## config.mk

```make
export PLATFORM = sky130hd
export DESIGN_NAME = if_fetch
export DESIGN_NICKNAME = d
export VERILOG_FILES = /design/src/rtl/if_fetch.sv
export SDC_FILE = /design/constraint.sdc
export NUM_CORES = 1
export LEC_CHECK = 0
export ABC_AREA = 1
export CAP_MARGIN = 20
export CORE_ASPECT_RATIO = 1.1
export CORE_MARGIN = 3
export CORE_UTILIZATION = 27
export CTS_CLUSTER_DIAMETER = 50
export DETAILED_ROUTE_END_ITERATION = 10
export DONT_BUFFER_PORTS = 1
export PLACE_DENSITY = 0.44
export SLEW_MARGIN = 40
export SYNTH_ARGS = -nofsm -noshare
export SYNTH_HDL_FRONTEND = slang
export SYNTH_SLANG_ARGS = --single-unit
```

## constraint.sdc

```tcl
create_clock -name clk -period 2.62 [get_ports clk]
set_input_delay 0.524 -clock clk [delete_from_list [all_inputs] [get_ports clk]]
set_output_delay 0.524 -clock clk [all_outputs]
set_load 0.01 [all_outputs]
```

## src/rtl/if_fetch.sv

```systemverilog
`default_nettype none
// ============================================================================
//  Module   : if_fetch
//  Purpose  : Instruction fetch front end. Keeps the PC, issues one
//             instruction-bus read at a time, and parks the returned word
//             in a single output register for the instruction buffer.
//             Handles flush / branch redirects at any point of a bus
//             transaction, dropping data that belongs to a stale PC.
//  Revision : 1.0  initial release
//
//  Ports
//    clk, rst          : clock, synchronous active-high reset
//    stall[3:0]        : pipeline stall vector (only stall[0] is used)
//    flush, epc        : exception/ERET redirect and its target
//    branch_flag,
//    branch_target     : taken-branch redirect from ID and its target
//    inst_req,
//    inst_addr         : bus request and address (address = PC)
//    inst_addr_ok      : request accepted this cycle
//    inst_data_ok,
//    inst_rdata        : read data return
//    fetch_valid,
//    fetch_pc,
//    fetch_inst        : output register towards the instruction buffer
//    fetch_adel        : held entry is a fetch address error
//
//  Configuration
//    FETCH_ADEL_CHECK_EN : when defined, a misaligned PC raises an address
//                          error entry instead of a bus request, then the
//                          block halts until a flush. When undefined the
//                          check is absent and fetch_adel stays 0.
// ============================================================================
module if_fetch #(
    parameter logic [31:0] RESET_PC = 32'hBFC00000
) (
    input  logic        clk,
    input  logic        rst,
    input  logic [3:0]  stall,
    input  logic        flush,
    input  logic [31:0] epc,
    input  logic        branch_flag,
    input  logic [31:0] branch_target,
    output logic        inst_req,
    output logic [31:0] inst_addr,
    input  logic        inst_addr_ok,
    input  logic        inst_data_ok,
    input  logic [31:0] inst_rdata,
    output logic        fetch_valid,
    output logic [31:0] fetch_pc,
    output logic [31:0] fetch_inst,
    output logic        fetch_adel
);

    typedef enum logic [1:0] {
        S_IDLE    = 2'd0,
        S_REQ     = 2'd1,
        S_WAIT    = 2'd2,
        S_DISCARD = 2'd3
    } state_t;

    state_t      state_q, state_d;
    logic [31:0] pc_q, pc_d;
    logic        fetch_valid_q, fetch_valid_d;
    logic [31:0] fetch_pc_q, fetch_pc_d;
    logic [31:0] fetch_inst_q, fetch_inst_d;
    logic        fetch_adel_q, fetch_adel_d;
    logic        halt_q, halt_d;

    logic        redirect;
    logic [31:0] redirect_pc;
    logic        occupied;
    logic        misaligned;
    logic        addr_acc;
    logic        unused_stall;

    assign unused_stall = ^stall[3:1];

    // flush outranks branch
    assign redirect    = flush | branch_flag;
    assign redirect_pc = flush ? epc : branch_target;

    // The held entry will still be there after the next edge, so nothing
    // may be written into the output register this cycle.
    assign occupied = fetch_valid_q & stall[0];

`ifdef FETCH_ADEL_CHECK_EN
    assign misaligned = (pc_q[1:0] != 2'b00);
`else
    assign misaligned = 1'b0;
`endif

    assign inst_req  = (state_q == S_REQ) & ~misaligned & ~rst;
    assign inst_addr = pc_q;
    assign addr_acc  = inst_req & inst_addr_ok;

    assign fetch_valid = fetch_valid_q;
    assign fetch_pc    = fetch_pc_q;
    assign fetch_inst  = fetch_inst_q;
    assign fetch_adel  = fetch_adel_q;

    always_comb begin
        state_d       = state_q;
        pc_d          = pc_q;
        // entry is consumed whenever the instruction buffer is not stalled
        fetch_valid_d = stall[0] ? fetch_valid_q : 1'b0;
        fetch_adel_d  = stall[0] ? fetch_adel_q  : 1'b0;
        fetch_pc_d    = fetch_pc_q;
        fetch_inst_d  = fetch_inst_q;
        halt_d        = halt_q;

        if (redirect) begin
            pc_d          = redirect_pc;
            fetch_valid_d = 1'b0;
            fetch_adel_d  = 1'b0;
            if (flush) begin
                halt_d = 1'b0;
            end
        end

        unique case (state_q)
            S_IDLE: begin
                if (redirect) begin
                    // after an address error only a flush restarts fetching
                    state_d = (halt_q && !flush) ? S_IDLE : S_REQ;
                end else if (halt_q) begin
                    state_d = S_IDLE;
                end else if (misaligned) begin
                    if (!occupied) begin
                        fetch_valid_d = 1'b1;
                        fetch_pc_d    = pc_q;
                        fetch_inst_d  = 32'h0;
                        fetch_adel_d  = 1'b1;
                        halt_d        = 1'b1;
                    end
                end else if (!fetch_valid_q || !stall[0]) begin
                    state_d = S_REQ;
                end
            end

            S_REQ: begin
                if (redirect) begin
                    // an accepted request still returns data for the old PC
                    state_d = addr_acc ? S_DISCARD : S_REQ;
                end else if (misaligned) begin
                    if (!occupied) begin
                        fetch_valid_d = 1'b1;
                        fetch_pc_d    = pc_q;
                        fetch_inst_d  = 32'h0;
                        fetch_adel_d  = 1'b1;
                        halt_d        = 1'b1;
                    end
                    state_d = S_IDLE;
                end else if (addr_acc) begin
                    state_d = S_WAIT;
                end else if (occupied) begin
                    // stop requesting while the held entry cannot drain
                    state_d = S_IDLE;
                end
            end

            S_WAIT: begin
                if (redirect) begin
                    state_d = inst_data_ok ? S_REQ : S_DISCARD;
                end else if (inst_data_ok) begin
                    if (occupied) begin
                        // Nowhere to put the word: drop it and keep the PC so
                        // the same address is fetched again once the entry drains.
                        state_d = S_IDLE;
                    end else begin
                        fetch_valid_d = 1'b1;
                        fetch_pc_d    = pc_q;
                        fetch_inst_d  = inst_rdata;
                        fetch_adel_d  = 1'b0;
                        pc_d          = pc_q + 32'd4;
                        state_d       = stall[0] ? S_IDLE : S_REQ;
                    end
                end
            end

            S_DISCARD: begin
                if (inst_data_ok) begin
                    state_d = S_REQ;
                end
            end

            default: begin
                state_d = S_IDLE;
            end
        endcase
    end

    always_ff @(posedge clk) begin
        if (rst) begin
            state_q       <= S_IDLE;
            pc_q          <= RESET_PC;
            fetch_valid_q <= 1'b0;
            fetch_pc_q    <= 32'h0;
            fetch_inst_q  <= 32'h0;
            fetch_adel_q  <= 1'b0;
            halt_q        <= 1'b0;
        end else begin
            state_q       <= state_d;
            pc_q          <= pc_d;
            fetch_valid_q <= fetch_valid_d;
            fetch_pc_q    <= fetch_pc_d;
            fetch_inst_q  <= fetch_inst_d;
            fetch_adel_q  <= fetch_adel_d;
            halt_q        <= halt_d;
        end
    end

endmodule
`default_nettype wire

```

# == Word level (Yosys, flattened, before mapping) ==
# Index checks and enable logic that the tools add are counted.
# word_totals
latchBits,0
wordCells,58
mem_count,0
mem_bits_ro,0
ramBits,0
reg_bits,100
# classes
bitwise_logic,7
n_mul,0
n_addsub,1
shift,0
mux,31
n_reduce_logical,6
eq_ne,7
magnitude_cmp,0
div,0
# op_table
op,n
2-to-1 mux 32 bit,6
adder 32 x 3 -> 32 bit (second input constant),1
2-to-1 mux 2 bit,10
2-to-1 mux 1 bit,14
one-hot mux 2 bit (4 select lines),1
AND reduction 4 bit,2
!= test 3 bit (second input constant),2
== test 2 bit (second input constant),2
!= test 4 bit (second input constant),1
AND 1 bit,3
NOT 1 bit,3
== test 2 x 1 -> 1 bit (second input constant),1
logical NOT 1 bit,2
logical NOT 2 bit,1
!= test 2 bit (second input constant),1
logical OR 1 bit,1
OR 1 bit,1

# == Logic depth before layout (Yosys ltp) ==
# depth
depth_word,6
mapped_depth,13
ltp_nobuf,13

# == Worst setup path before layout ==
# No wires, ideal clock.
# synth_path
path_type,input to register
startpoint,in rst
endpoint,reg state_q[0]
setup_slack_ns,0.986
required_ns,2.507
stages,9
path_buffers,1
arrival_time_ns,1.521
path_cell_list,clkbuf_1 > nor2_1 > nand2_1 > nand3_1 > a31oi_1 > a21oi_1 > nand2_1 > nand2_1 > nor2_1
# synth_via
elab_chain_len,6
# synth_rtl
element,line,rtl
"start, declared",37,"input logic rst,"
NOT 1 bit *,92,assign inst_req = (state_q == S_REQ) & ~misaligned & ~rst;
AND 1 bit *,92,
via inst_req,43,"output logic inst_req,"
AND 1 bit *,94,assign addr_acc = inst_req & inst_addr_ok;
2-to-1 mux 2 bit,153,end else if (addr_acc) begin
2-to-1 mux 2 bit,141,if (redirect) begin
one-hot mux 2 bit (4 select lines),120,unique case (state_q)
"end signal, assigned",202,state_q <= state_d;
"end, declared",61,"state_t state_q, state_d;"
# Mark *: on every way through the listed nets, which the timed path passes. The rest lies on a longest branch.
# A chain may end at the register's enable or synchronous reset.

# == Final worst setup path ==
# layout_path
startpoint,reg state_q[0]
endpoint,"reg fetch_pc_q[9], in the netlist fetch_pc[9]"
# layout_via
elab_chain_len,2
# layout_rtl
element,line,rtl
== test 2 bit,120,
AND reduction 4 bit (no source line),n/a,
"end signal, assigned",205,fetch_pc_q <= fetch_pc_d;
"end, declared",64,"logic [31:0] fetch_pc_q, fetch_pc_d;"
# Every way passes these cells.

==> reports/metrics.cfg <==
[global_route]
grt_pass1_wl_mm=28.5
grt_max_degree=83
antenna_found_initial=1
gr-usage-all-layers_pct=16.8
grt_overflow=0
grt_pass1_vias=4977

[logic_synthesis]
synth_xor_area_share_pct=0.166
synth-adder-area-share_pct=1.19
syn_inst=825
synth_top_family_by_area=simple AND/OR/NAND/NOR gates
synth_nets=936
synthesis.area_mm2=0.00528
ys_seq_area_share_pct=37.9
yosysUniqueCellTypes=28
synthMuxAreaShare_pct=0
syn_avg_cell_area_um2=6.40
synth_simple_gate_area_share_pct=36.9
ys_warn_count=0
synth-compound-area-share_pct=15.0
ys_ff_latch=100

[floorplan]
core_area_mm2=0.0192
die_y_um=153
num_rows=53
dieArea_mm2=0.0213
start_util_pct=27.5
die_x_um=139
pin_count=205

[drt]
final_antenna_net_count=0
drt_iter0_drc=333
route.detailed.drc=0
wirelength_mm=18.2
vias=5160
vias_per_cell=4.91
first_pass_iters=5
wire_per_inst_um=17.3

[pwr]
p_clk_share_pct=40.0
seq_power_share_pct=49.4
p_per_area_mw_per_mm2=590
p_comb_share_pct=10.6
switching_share_pct=29.5
power.switching_mw=1.01
peakVddDrop_mv=0.304
intPower_mw=2.40
p_leak_nw=2.11
p_total_mw=3.41

[clocking]
cts_hold_buf=0
ctsResizeCount=0
cts.htree.levels=3
clk_pin_slew_ps=80
cts_buffers=9
clk_latency_ps=350
cts_buffer_depth=2
clockRootBuffer=clkbuf_16
cts_tree=done
cts_setup_buffers=0
cts.sinks=100

[critical_path]
slowest_delay_ps=350
cp_data_arrival_time_ps=2170
path_cells=inv_1 > ha_1 > inv_2 > nor2_4 > buf_12 > nand2_2 > buf_12 > nand2_1 > a21oi_1
startpoint_type=flop
cpLargestDelayFamily=buffers and inverters
r2r-end=fetch_pc[9]
crit_buf_inv=4
crit_required_ps=2860
end_kind=flop
reg2reg_slack_ps=690
cp_max_fo=64
slowest_stage=dfxtp_1
r2r-start=state_q[0]
cp_common_cell=buf_12
ff2ff_path_depth=9
path_class=flop to flop

[finish]
final_cell_mix=217 x nand2_1, 125 x nand3_1, 102 x a21oi_1
final_area_mm2=0.00578
drive_gt1_share_pct=5.48
final_common_cell=nand2_1
syn_to_final_growth_pct=9.51
post-route-util_pct=30.1
fin_nets=909
antenna_cells=0

[timing]
setup_viol=0
period_share_pct=73.6
finalHoldViolations=0
slew_violations=0
finalClockSkew_ps=9.59
period_needed_ps=1930
tightest_slew_ps=634
fmax_mhz=518
setup_ws_ps=691
grt_setup_unrepaired=no
finalSetupTns_ps=0
relSlewSlack_pct=57.5

[run]
timing.max_cap.violations=0

[hold_path]
hold_path.class=input port to flop
whs_endpoint=fetch_inst[15]
min_delay_path_depth=1
hold_start=rst

[placement]
dp_slack_ps=703
io_buffers=0
post-dp-hpwl_mm=12.7
place_area_mm2=0.00548
gp_congestion=0.787

[outcome]
status=finished clean

[cell families (layout without fill, tap and decap cells)]
group	after synthesis	count (layout)
buffers and inverters	111	89
xor gates and xnor gates	1	1
and+or+nand+nor	454	454
adders and majority gates	5	5
DFF	100	100
AOI/OAI and AO/OA	154	154
[flip-flops by register name, summed over array words and instances, names as in the netlist]
name	count
fetch_adel	1
state_q	2
fetch_inst	32
fetch_pc	32
fetch_valid	1
inst_addr	32
[how the worst max path moves through the flow]
stage / from / to / slack, ps / cells after the start
floorplan: rst / state_q[0] / 990 / 9
global placement: state_q[1] / state_q[0] / 710 / 11
detailed placement: inst_addr[2] / inst_addr[22] / 700 / 9
CTS: inst_addr[2] / inst_addr[22] / 670 / 9
global route: inst_addr[6] / inst_addr[23] / 470 / 9
finish: state_q[0] / fetch_pc[9] / 690 / 9
[area by class of cell]
type                    instances  area (um^2)
clock buffers                  11          253
clock inverters                 5         43.8
fillers                      2154        13400
inverters                      61          229
multi-input cells             614         2810
flip-flops and latches        100         2000
well taps                     247          309
repair buffers                 12          128
[Yosys cell counts (all sizes together)]
master / count / area (um^2)
a211oi: 1 / 7.51
a21oi: 102 / 510
a31oi: 8 / 50.1
buf: 31 / 163
clkbuf: 19 / 71.3
clkinv: 2 / 7.51
dfxtp: 100 / 2000
ha: 5 / 62.6
inv: 59 / 221
nand2: 221 / 837
nand3: 125 / 626
nand3b: 2 / 15.0
nand4: 6 / 37.5
nor2: 89 / 372
nor3: 5 / 25.0
o211ai: 3 / 22.5
o21ai: 40 / 200
or2: 2 / 12.5
or3: 4 / 25.0
xnor2: 1 / 8.76
[power groups by stage]
stage | Combinational (mW) | Sequential, mW | Clock (mW)
2_1_floorplan | 0.298 | 1.68 | 0
3_3_place_gp | 0.368 | 1.72 | 0
3_5_place_dp | 0.367 | 1.72 | 0
4_1_cts | 0.369 | 1.69 | 1.42
5_1_grt | 0.429 | 1.70 | 1.46
6_report | 0.362 | 1.68 | 1.36
[per-stage QoR]
stage | std cells | hold WS [ps]
floorplan | 825 | 471
global placement | 1034 | 491
detailed placement | 1034 | 495
CTS | 1050 | 207
global route | 1050 | 216
finish | 1050 | 231
[per-layer routing]
metal,vias to the layer above,wire (um),track usage (%)
met1,2339,8350,22.4
met2,141,8200,26.4
met5,-,13,0
met4,2,240,4.85
li1,2664,-,-
met3,14,1380,4.87
(Power assumes the default switching activity.)
